--- src/rtl/load_store_unit.sv ---
// Load/store unit: turns core load/store requests into word-aligned valid/ready
// bus transfers, formats load data, and flags misaligned or illegal requests.
module load_store_unit (
  input  logic        clk,
  input  logic        rst,
  input  logic        mem_read,
  input  logic        mem_write,
  input  logic [2:0]  funct3,
  input  logic [31:0] addr,
  input  logic [31:0] wdata,
  output logic [31:0] rdata,
  output logic        stall,
  output logic        err,
  output logic        bus_valid,
  output logic        bus_we,
  output logic [31:0] bus_addr,
  output logic [3:0]  bus_be,
  output logic [31:0] bus_wdata,
  input  logic        bus_ready,
  input  logic [31:0] bus_rdata
);

  typedef enum logic [1:0] {IDLE, REQ, DONE} state_e;

  state_e      state_q, state_d;
  logic        bus_we_q, bus_we_d;
  logic [31:0] bus_addr_q, bus_addr_d;
  logic [3:0]  bus_be_q, bus_be_d;
  logic [31:0] bus_wdata_q, bus_wdata_d;
  logic [1:0]  lane_q, lane_d;
  logic [2:0]  funct3_q, funct3_d;
  logic [31:0] rdata_q, rdata_d;

  logic req_any, legal, misaligned, ok;

  function automatic logic [3:0] store_be(input logic [2:0] f3, input logic [1:0] lane);
    logic [3:0] be;
    case (f3[1:0])
      2'b00:   be = 4'b0001 << lane;
      2'b01:   be = lane[1] ? 4'b1100 : 4'b0011;
      default: be = 4'b1111;
    endcase
    return be;
  endfunction

  function automatic logic [31:0] store_data(input logic [2:0] f3, input logic [31:0] d);
    logic [31:0] w;
    case (f3[1:0])
      2'b00:   w = {4{d[7:0]}};
      2'b01:   w = {2{d[15:0]}};
      default: w = d;
    endcase
    return w;
  endfunction

  // Byte/halfword lane select followed by sign or zero extension.
  function automatic logic [31:0] load_fmt(input logic [31:0] word, input logic [2:0] f3,
                                           input logic [1:0] lane);
    logic [7:0]  b;
    logic [15:0] h;
    logic [31:0] r;
    case (lane)
      2'b00:   b = word[7:0];
      2'b01:   b = word[15:8];
      2'b10:   b = word[23:16];
      default: b = word[31:24];
    endcase
    h = lane[1] ? word[31:16] : word[15:0];
    case (f3)
      3'b000:  r = {{24{b[7]}}, b};
      3'b001:  r = {{16{h[15]}}, h};
      3'b100:  r = {24'h0, b};
      3'b101:  r = {16'h0, h};
      default: r = word;
    endcase
    return r;
  endfunction

  assign req_any = mem_read | mem_write;

  always_comb begin
    legal = 1'b0;
    if (mem_read && !mem_write) begin
      legal = (funct3 == 3'b000) || (funct3 == 3'b001) || (funct3 == 3'b010) ||
              (funct3 == 3'b100) || (funct3 == 3'b101);
    end else if (mem_write && !mem_read) begin
      legal = (funct3 == 3'b000) || (funct3 == 3'b001) || (funct3 == 3'b010);
    end
  end

  always_comb begin
    case (funct3[1:0])
      2'b01:   misaligned = addr[0];
      2'b10:   misaligned = |addr[1:0];
      default: misaligned = 1'b0;
    endcase
  end

  assign ok = req_any && legal && !misaligned;

  always_comb begin
    state_d     = state_q;
    bus_we_d    = bus_we_q;
    bus_addr_d  = bus_addr_q;
    bus_be_d    = bus_be_q;
    bus_wdata_d = bus_wdata_q;
    lane_d      = lane_q;
    funct3_d    = funct3_q;
    rdata_d     = rdata_q;
    stall       = 1'b0;
    err         = 1'b0;
    case (state_q)
      IDLE: begin
        if (ok) begin
          stall       = 1'b1;
          bus_we_d    = mem_write;
          bus_addr_d  = {addr[31:2], 2'b00};
          bus_be_d    = mem_write ? store_be(funct3, addr[1:0]) : 4'b1111;
          bus_wdata_d = store_data(funct3, wdata);
          lane_d      = addr[1:0];
          funct3_d    = funct3;
          state_d     = REQ;
        end else if (req_any) begin
          err     = 1'b1;
          rdata_d = 32'h0;
        end
      end
      REQ: begin
        stall = 1'b1;
        if (bus_ready) begin
          if (!bus_we_q) rdata_d = load_fmt(bus_rdata, funct3_q, lane_q);
          state_d = DONE;
        end
      end
      // The core consumes the result this cycle; its held request is not reissued.
      DONE:    state_d = IDLE;
      default: state_d = IDLE;
    endcase
  end

  always_ff @(posedge clk or negedge rst) begin
    if (!rst) begin
      state_q     <= IDLE;
      bus_we_q    <= 1'b0;
      bus_addr_q  <= 32'h0;
      bus_be_q    <= 4'h0;
      bus_wdata_q <= 32'h0;
      lane_q      <= 2'b00;
      funct3_q    <= 3'b000;
      rdata_q     <= 32'h0;
    end else begin
      state_q     <= state_d;
      bus_we_q    <= bus_we_d;
      bus_addr_q  <= bus_addr_d;
      bus_be_q    <= bus_be_d;
      bus_wdata_q <= bus_wdata_d;
      lane_q      <= lane_d;
      funct3_q    <= funct3_d;
      rdata_q     <= rdata_d;
    end
  end

  // Derived from state so an asynchronous reset drops it without an edge.
  assign bus_valid = (state_q == REQ);
  assign bus_we    = bus_we_q;
  assign bus_addr  = bus_addr_q;
  assign bus_be    = bus_be_q;
  assign bus_wdata = bus_wdata_q;
  assign rdata     = rdata_q;

endmodule

--- config.mk ---
export PLATFORM = sky130hd
export DESIGN_NAME = load_store_unit
export DESIGN_NICKNAME = d
export VERILOG_FILES = /design/src/rtl/load_store_unit.sv
export SDC_FILE = /design/constraint.sdc
export NUM_CORES = 1
export LEC_CHECK = 0
export ABC_AREA = 1
export BUFFER_PORTS_ARGS = -buffer_cell sky130_fd_sc_hd__buf_4
export CORE_MARGIN = 3
export CORE_UTILIZATION = 33
export CTS_BUF_LIST = sky130_fd_sc_hd__clkbuf_4 sky130_fd_sc_hd__clkbuf_8
export CTS_CLUSTER_DIAMETER = 80
export CTS_CLUSTER_SIZE = 24
export DETAILED_ROUTE_END_ITERATION = 6
export SYNTH_ARGS = -nofsm -noshare
export SYNTH_HDL_FRONTEND = slang
export SYNTH_SLANG_ARGS = --single-unit
--- constraint.sdc ---
create_clock -name clk -period 5.1 [get_ports clk]
set_input_delay 1.02 -clock clk [delete_from_list [all_inputs] [get_ports clk]]
set_output_delay 1.02 -clock clk [all_outputs]
set_load 0.01 [all_outputs]
==> results of run 1 <==
## sequential cells by signal, indices dropped and copies added, names as in the netlist
register   count
bus_addr      30
bus_wdata     32
lane_q         2
rdata         32
bus_be         4
state_q        2
funct3_q       3
bus_we         1
## final timing paths
check / endpoint / cells past startpoint / start
hold reg to reg: rdata[24] / 2 / rdata[24]
max in group asynchronous: bus_wdata[20] / 2 / rst
hold / removal: rdata[22] / 1 / rst
min in group clk: rdata[24] / 2 / rdata[24]
setup / recovery: stall / 10 / funct3[1]
setup reg to reg: rdata[6] / 8 / state_q[1]
## area by class of cell
class / instances / area (µm²)
Clock buffer: 9 / 123.9
Clock inverter: 7 / 52.55
Fill cell: 1630 / 8364
Inverter: 48 / 185.2
Multi-Input combinational cell: 481 / 2167
Sequential cell: 106 / 2653
Tap cell: 211 / 264.0
Timing Repair Buffer: 208 / 1562
## through the flow
step	worst slack, ps	utilization
floorplan	1940	-
global placement	1008	0.4444
detailed placement	977.6	0.4444
CTS	964.1	0.4558
global route	745.9	0.4558
finish	961.9	0.4558
## routing by layer
layer  wire (µm)  global-route usage  vias to the layer above  share of wire
met1        7048              0.2371                     2286           0.44
met3        1580             0.07023                       10          0.099
met4         167             0.04201                        0          0.010
met2        7134              0.2717                      180           0.45
met5           0                   0                        -              0
li1            -                   -                     2523              -
## power by group
group,switching [mW],leakage (nW),internal (mW),total [mW]
sequential,0.231,1.36,1.14,1.37
combinational,0.767,2.37,0.640,1.41
clock,0.315,0.0783,0.180,0.496
## cell families after synthesis
group	after synthesis
buffers and inverters	90
AO/OA/AOI/OAI	147
AND/OR/NAND/NOR	329
adder cells (fa/ha/maj)	3
other	1
flip-flops	106
## cell usage in the layout (no fill, tap or decap), drive strengths merged
cell type	instances
nand2	257
buf	208
dfrtp	106
o21ai	90
a21oi	49
inv	49
nor2	37
nand4	23
clkbuf	9
o211ai	7
nand3	7
clkinvlp	4
ha	3
or2	2
nor3	2
conb	2
clkinv	2
o21a	1
nand3b	1
==> metrics, run 1 <==
Main synth FF type dfrtp_1; ratio of cells with drive above 1 in the final layout 0.2759; post-route minimum period between 4000 and 5000 ps; crit path max-delay cell type ha_1; HP Class input port to asynchronous set/reset pin; worst-skew pair later-pin latency roughly 380 ps; synthesis-stage register bit count about 110; final setup TNS 0 ps; Clk Tree Root Cell clkbuf_8; largest family of logic cells by synthesized area simple AND/OR/NAND/NOR gates; DRC Markers 0; crit-path leading delay family simple AND/OR/NAND/NOR gates; Area contributors post-synth dfrtp_1 51%, nand2_1 18%, o21ai_0 4.9%, a21oi_1 4.6%, o21ai_1 3.7%; vias in the first global route approximately 4700; Starting Density 0.3411; CTS Buffer Depth 2; CTS tree done; Worst VDD drop 0.0002211 V; RSZ-0062 raised after global routing no; CP required just over 4000 ps; Startpoint Class input port; GP Congestion around 0.83; Max-cap violations 0; final hold viol count 0; vias per cell approximately 4.7; Period Utilization, post-route 0.8114; CORE AREA around 15000 µm²; Power, Total around 3.3 mW; sequential share of the synthesized area 0.5058; CTS sink count 106; placed cells around 1100; DP Area 6830 µm²; Max Fclk about 240 MHz; top-count cell post-synth nand2_1; Post-CTS Resized 0; mux cell area share after synthesis 0; CP Buf/Inv Count 4; Post-Syn Area 5244 µm²; Synth top area share 0.5058; Reg2Reg Setup Slack 2470 ps; Worst Skew slightly below 8 ps; CP Cell Sequence buf_4, inv_1, ha_1, inv_1, nand2_2, nor2_1, nor2_2, nand3_4, nand2_1, buf_4; CP endpoint kind output port; hpwl dp 11460 µm; Die Wd approximately 130 µm; syn avg cell area 7.757 µm²; row count 45; EDFF count, synth 0; vias 4999; post-route cell area ~7000 µm²; chip height roughly 130 µm; Die Area around 17000 µm²; fin. max-slew vios 0; top cells by count, synth 252 x nand2_1, 106 x dfrtp_1, 51 x o21ai_0, 48 x a21oi_1, 44 x inv_1; 1st-iter DRT viols just over 300; Critical Path Max Stage Delay around 450 ps; Post-Synth Adder-Cell Area 0.007158; status completed; Setup Viol. Count Final 0; clock slew at reported path FFs approximately 100 ps; largest net degree at the start of global routing between 90 and 100; complex-gate fraction of the synthesized area 0.1463; cell count after synthesis approximately 680; Crit Path Max Fanout 45; # diodes 0; Distinct cells, synth 28; final WL roughly 16000 µm; Routed WL per cell 14.89 µm; GRT Residual Overflow 0; first-pass GRT wire length 24910 µm; Synth Warn # 0; Worst Tran Pin Value 1121 ps; Async SR Flop Fraction 1.000; H-tree levels 3; Hold WS 399.5 ps; PwrDens 466.6 nW/µm²; Synth Area in Simple Gates 0.2570; GRT Total Usage 0.1775; xor-xnor portion of the synthesized cell area 0; Leak around 3.8 nW; drt pass-1 iters 5; CTS Hold Bufs 0; Layout Nets between 900 and 1000; kind of critical path input port to output port; # port buffers a little over 200; Layout Cells excl Fill approximately 1100; area grow syn2layout 33.62%; Synth area leader dfrtp_1; slew margin rel. 0.2530; cts bufs inserted 9; Arr. time, crit path ~3100 ps; initial antenna violation count 0; io pins 208; Routed Antenna Nets 0; postcts setup bufs 0
(Power assumes the default switching activity.)
==> inputs of run 2 (changes only) <==
==> constraint.sdc (replaced) <==
create_clock -name clk -period 3.9 [get_ports clk]
set_input_delay 0.78 -clock clk [delete_from_list [all_inputs] [get_ports clk]]
set_output_delay 0.78 -clock clk [all_outputs]
set_load 0.01 [all_outputs]
==> metrics, run 2 (same netlist as run 1, synthesis figures left out) <==
status completed; placed cells 1058 (+0.38%); Period Utilization, post-route 0.7586; CP endpoint kind output port; Routed WL per cell 14.85 µm (-0.23%); io pins 208 (unchanged); postcts setup bufs 0 (unchanged); DRC Markers 0 (unchanged); Arr. time, crit path 2180 ps (-940 ps); Net Sw Frac 0.3969 (-0.004978); Hold WS 490.8 ps (+91.26 ps); worst-skew pair later-pin latency 380 ps (about the same); Startpoint Class input port; RSZ-0062 raised after global routing no; Setup Viol. Count Final 0 (unchanged); # port buffers 205 (unchanged); Crit Path Max Fanout 12 (-73%); switching power 1.737 mW (+32%); Worst Hold Path EP bus_addr[25]; CTS Hold Bufs 0 (unchanged); Die Wd 132.1 µm (unchanged); Die Area 17440 µm² (unchanged); Clk pwr share 0.168 (+0.016); reg2reg end rdata[6]; Critical Path Max Stage Delay 460 ps (about the same); vias in the first global route 4850 (+3.0%); PwrDens 619.0 nW/µm² (+33%); Comb pwr share 0.431 (about the same); HP Class flop to flop; final core utilization 0.4600 (+0.004152); kind of critical path input port to output port; Max Fclk roughly 340 MHz; Clk Tree Root Cell clkbuf_8; CTS Buffer Depth 2 (unchanged); CORE AREA 15370 µm² (unchanged); final hold viol count 0 (unchanged); vias per cell 4.669 (about the same); hpwl dp 11430 µm (-0.23%); first-pass GRT wire length 25520 µm (+2.5%); cts bufs inserted 9 (unchanged); # fillers 1624 (-0.37%); cells on worst reg2reg path 8 (unchanged); Worst Skew 14.44 ps (+6.643 ps); largest net degree at the start of global routing 73 (-24%); slew margin rel. 0.3575 (+0.1045); drt pass-1 iters 6 (+1); sequential power share 0.401 (-0.017); CP Buf/Inv Count 4 (unchanged); Crit Reg-Reg Startpoint state_q[1]; HP Start bus_addr[25]; crit path max-delay cell type ha_1; row count 45 (unchanged); Hold Crit Depth 2; commonest non-fill, non-tap cell in the layout nand2_1; Layout Cells excl Fill 1074 (+0.37%); Routed Antenna Nets 0 (unchanged); Max-cap violations 0 (unchanged); H-tree levels 3 (unchanged); Leak 3.848 nW (+1.2%); area grow syn2layout 34.84%; leading cell types in the layout, fill and taps excluded 252 x nand2_1, 212 x buf_4, 106 x dfrtp_1; # diodes 0 (unchanged); CTS tree done; post-route minimum period 2959 ps; Worst VDD drop 0.0002592 V (+17%); clock slew at reported path FFs 110 ps (about the same); 1st-iter DRT viols 313 (+3.3%); final setup TNS 0 ps (unchanged); initial antenna violation count 0 (unchanged); Post-CTS Resized 0 (unchanged); crit-path leading delay family buffers and inverters; ratio of cells with drive above 1 in the final layout 0.2793 (+0.003356); Worst Tran Pin Value 963.8 ps (-156.7 ps); Layout Nets 965 (+0.42%); Starting Density 0.3411 (unchanged); GRT Total Usage 0.1813 (+0.003786); CP required 3120 ps (-960 ps); GRT Residual Overflow 0 (unchanged); GP Congestion 0.8207 (-1.2%); Power, Total 4.377 mW (+34%); CP Cell Sequence buf_4, inv_1, ha_1, inv_1, nand2_2, nor2_1, nor2_2, nand3_4, nand2_1, buf_4; CTS sink count 106 (unchanged); final WL 15950 µm (+0.14%); chip height 132.1 µm (unchanged); internal power 2.640 mW (+35%); vias 5015 (+0.32%); Reg2Reg Setup Slack 1290 ps (-1180 ps); fin. max-slew vios 0 (unchanged)
run 2: cell count changes in the layout (fill, tap and decap cells not counted), sizes merged:
cell	before	now
bufinv	0	1
inv	49	50
clkinvlp	4	1
clkinv	2	3
buf	208	212
run 2: worst register-to-register path, stage by stage (launching register included):
cell and delay (ps):
dfrtp_1 370, inv_1 80, nand2_2 340, or2_1 390, a21oi_4 590, nand2_4 380, inv_2 260, nand2_1 100
nand2_1 60
run 2: layout make-up:
type                            count  area, µm²  share of cell area
Clock inverter                      7      86.33             0.01221
Clock buffer                        9      123.9             0.01752
Multi-Input combinational cell    481       2167              0.3065
Inverter                           48      185.2             0.02619
Sequential cell                   106       2653              0.3752
Tap cell                          211      264.0             0.03734
Timing Repair Buffer              212       1592              0.2251
run 2: metrics by stage:
step           setup slack, ps  cell area [µm²]
4_1_cts                  905.6             7071
3_5_place_dp             821.9             6860
3_3_place_gp             896.7             6860
2_1_floorplan             1220             5248
6_report                 941.3             7071
5_1_grt                  762.3             7071
run 2: power by group through the flow:
stage	registers (mW)	clock network [mW]	logic (mW)
CTS	1.76	0.767	1.91
global route	1.81	0.803	2.10
detailed placement	1.77	0	1.92
finish	1.76	0.735	1.89
global placement	1.78	0	1.89
floorplan	1.89	0	0.891
run 2: layer usage:
metal  up-vias  routed length, µm  track usage
met3        10               1538      0.07099
met4         0                184      0.05368
li1       2533                  -            -
met5         -                  0            0
met2       182               7095       0.2717
met1      2290               7135       0.2433
run 2: worst max path at each step:
| stage | from | to | slack [ps] | cells after the start |
|---|---|---|---|---|
| 2_1_floorplan | funct3[0] | stall | 1220 | 10 |
| 3_3_place_gp | funct3[1] | rdata[14] | 900 | 10 |
| 3_5_place_dp | funct3[1] | rdata[15] | 820 | 10 |
| 4_1_cts | funct3[1] | stall | 910 | 10 |
| 5_1_grt | funct3[1] | stall | 760 | 10 |
| 6_report | funct3[1] | stall | 940 | 10 |
==> inputs of run 3 (changes only) <==
--- a/config.mk
+++ b/config.mk
@@ -5,7 +5,7 @@
 export SDC_FILE = /design/constraint.sdc
 export NUM_CORES = 1
 export LEC_CHECK = 0
-export ABC_AREA = 1
+export ABC_AREA = 0
 export BUFFER_PORTS_ARGS = -buffer_cell sky130_fd_sc_hd__buf_4
 export CORE_MARGIN = 3
 export CORE_UTILIZATION = 33
==> constraint.sdc (replaced) <==
create_clock -name clk -period 2.63 [get_ports clk]
set_input_delay 0.526 -clock clk [delete_from_list [all_inputs] [get_ports clk]]
set_output_delay 0.526 -clock clk [all_outputs]
set_load 0.01 [all_outputs]
==> metrics, run 3 <==
Post-Syn Area 5415 µm² (+3.3%); RSZ-0062 raised after global routing no; EDFF count, synth 0 (unchanged); Max Fclk 400.2 MHz; leading cell types in the layout, fill and taps excluded 220 x buf_4, 106 x dfrtp_1, 66 x mux2_4; Max-cap violations 0 (unchanged); area of the multi-input gates 2417 µm² (+12%); kind of critical path input port to output port; fin. max-slew vios 0 (unchanged); Layout Cells excl Fill 829 (-23%); CORE AREA 16000 µm² (+4.1%); synthesis-stage register bit count 106 (unchanged); Startpoint Class input port; CTS tree done; CTS Buffer Depth 2 (unchanged); CP required 2100 ps (-1020 ps); CTS sink count 106 (unchanged); # port buffers 205 (unchanged); Clk Tree Root Cell clkbuf_8; row count 46 (+2.2%); Die Area 17980 µm² (+3.1%); Arr. time, crit path 1970 ps (-210 ps); final hold viol count 0 (unchanged); Distinct cells, synth 48 (+71%); 1st-iter DRT viols 242 (-23%); postcts setup bufs 0 (unchanged); cts bufs inserted 9 (unchanged); final setup TNS 0 ps (unchanged); H-tree levels 3 (unchanged); status completed; Area contributors post-synth dfrtp_1 49%, mux2_4 18%, a221o_1 3.1%, buf_12 3.0%, mux2i_1 3.0%; Crit Path Max Fanout 3 (-9); PwrDens 917.6 nW/µm² (+48%); worst-skew pair later-pin latency 380 ps (about the same); Async SR Flop Fraction 1.000 (unchanged); Synth area leader dfrtp_1; hpwl dp 11750 µm (+2.7%); drt pass-1 iters 4 (-2); Routed WL per cell 18.33 µm (+23%); HP Class input port to asynchronous set/reset pin; CTS Hold Bufs 0 (unchanged); Worst Skew 9.134 ps (-5.306 ps); slew margin rel. 0.4842 (+0.1267); Die Wd 134.1 µm (+1.5%); Post-CTS Resized 0 (unchanged); chip height 134.1 µm (+1.5%); Period Utilization, post-route 0.9500; commonest non-fill, non-tap cell in the layout buf_4; vias in the first global route 4319 (-11%); cell count after synthesis 399 (-41%); GRT Residual Overflow 0 (unchanged); area grow syn2layout 36.58%; final WL 15200 µm (-4.8%); Worst Tran Pin Value 773.7 ps (-190.1 ps); DRC Markers 0 (unchanged); ratio of cells with drive above 1 in the final layout 0.5351 (+0.2558); Leak 3.612 nW (-6.1%); top-count cell post-synth dfrtp_1; initial antenna violation count 0 (unchanged); Synth top area share 0.4898 (-0.01601); io pins 208 (unchanged); clock slew at reported path FFs 100 ps (about the same); largest net degree at the start of global routing 59 (-19%); Synth Warn # 0 (unchanged); GRT Total Usage 0.1683 (-0.01301); GP Congestion 0.8263 (+0.68%); register area 2653 µm² (unchanged); Routed Antenna Nets 0 (unchanged); # fillers 1551 (-4.5%); post-route minimum period about 2500 ps; syn avg cell area 13.57 µm² (+75%); Starting Density 0.3384 (-0.002705); sequential share of the synthesized area 0.4898 (-0.01601); # diodes 0 (unchanged); vias 3998 (-20%); vias per cell 4.823 (+3.3%); Main synth FF type dfrtp_1; placed cells 813 (-23%); first-pass GRT wire length 23830 µm (-6.6%); CP endpoint kind output port; Setup Viol. Count Final 0 (unchanged); Worst VDD drop 0.0003113 V (+20%); Layout Nets 715 (-26%); top cells by count, synth 106 x dfrtp_1, 66 x mux2_4, 32 x nand2_1, 22 x inv_1, 17 x a221o_1
==> run 3: changes by cell type in the layout (fill, tap and decap cells not counted), sizes merged, moves of 7 or more <==
cell    previous run  this run
nand2            257        32
a221o              0        17
nor2              37         5
inv               50        22
mux2i              0        17
o221ai             0         9
o21ai             90        19
nand4             23         0
mux2               0        74
buf              212       225
a22o               0         7
a21oi             49         4
a22oi              0        13
==> run 3: worst paths after layout <==
kind                           start            to  slack, ps  cells after the start
hold / removal                   rst     rdata[14]        180                      1
hold reg to reg            rdata[15]     rdata[15]        510                      1
max in group asynchronous        rst  bus_addr[19]       1710                      2
min in group clk            addr[27]  bus_addr[27]        370                      2
setup reg to reg           lane_q[1]     rdata[16]        570                      5
setup / recovery           funct3[0]         stall        130                      9
==> run 3: layer usage <==
layer,vias up,GRT usage,wire (µm)
li1,1871,-,-
met1,1988,0.2192,6511
met2,119,0.2777,7538
met3,20,0.03076,804
met4,0,0.06957,341
met5,-,0,0
==> run 3: cell families after synthesis <==
kind of cell             share of synthesized area
other                                    0.0006925
adder cells (fa/ha/maj)                   0.006932
AND/OR/NAND/NOR                            0.05846
XOR/XNOR                                  0.001618
multiplexers                                0.2567
AO/OA/AOI/OAI                               0.1201
buffers and inverters                      0.06562
flip-flops                                  0.4898
==> run 3: area by class of cell <==
type | instances | area share
Clock buffer | 9 | 0.01675
Clock inverter | 7 | 0.01269
Inverter | 23 | 0.01167
Multi-Input combinational cell | 243 | 0.3268
Sequential cell | 106 | 0.3587
Tap cell | 216 | 0.03654
Timing Repair Buffer | 225 | 0.2368
==> run 3: per-stage QoR <==
| stage | util | instance area (µm²) | worst slack, ps | hold slack [ps] | power (mW) |
|---|---|---|---|---|---|
| 2_1_floorplan | - | 5419 | 162.0 | 230.4 | 4.322 |
| 3_3_place_gp | 0.4486 | 7178 | 112.3 | 479.2 | 5.669 |
| 3_5_place_dp | 0.4486 | 7178 | 28.10 | 490.6 | 5.735 |
| 4_1_cts | 0.4622 | 7396 | 125.9 | 212.7 | 6.879 |
| 5_1_grt | 0.4622 | 7396 | 61.44 | 241.0 | 7.192 |
| 6_report | 0.4622 | 7396 | 131.5 | 183.2 | 6.786 |
==> run 3: critical path, cell delays in order <==
cell and delay [ps]:
buf_4 120, inv_1 100, ha_1 220, nand2b_1 70, a221o_1 360, buf_4 160, nor2_1 140, o21ba_2 150
buf_4 120
==> run 3: power breakdown <==
| group | switching [mW] | internal (mW) | leakage (nW) |
|---|---|---|---|
| Sequential | 0.439 | 2.22 | 1.31 |
| Combinational | 1.23 | 1.78 | 2.19 |
| Clock | 0.574 | 0.534 | 0.105 |
| Total | 2.25 | 4.54 | 3.61 |
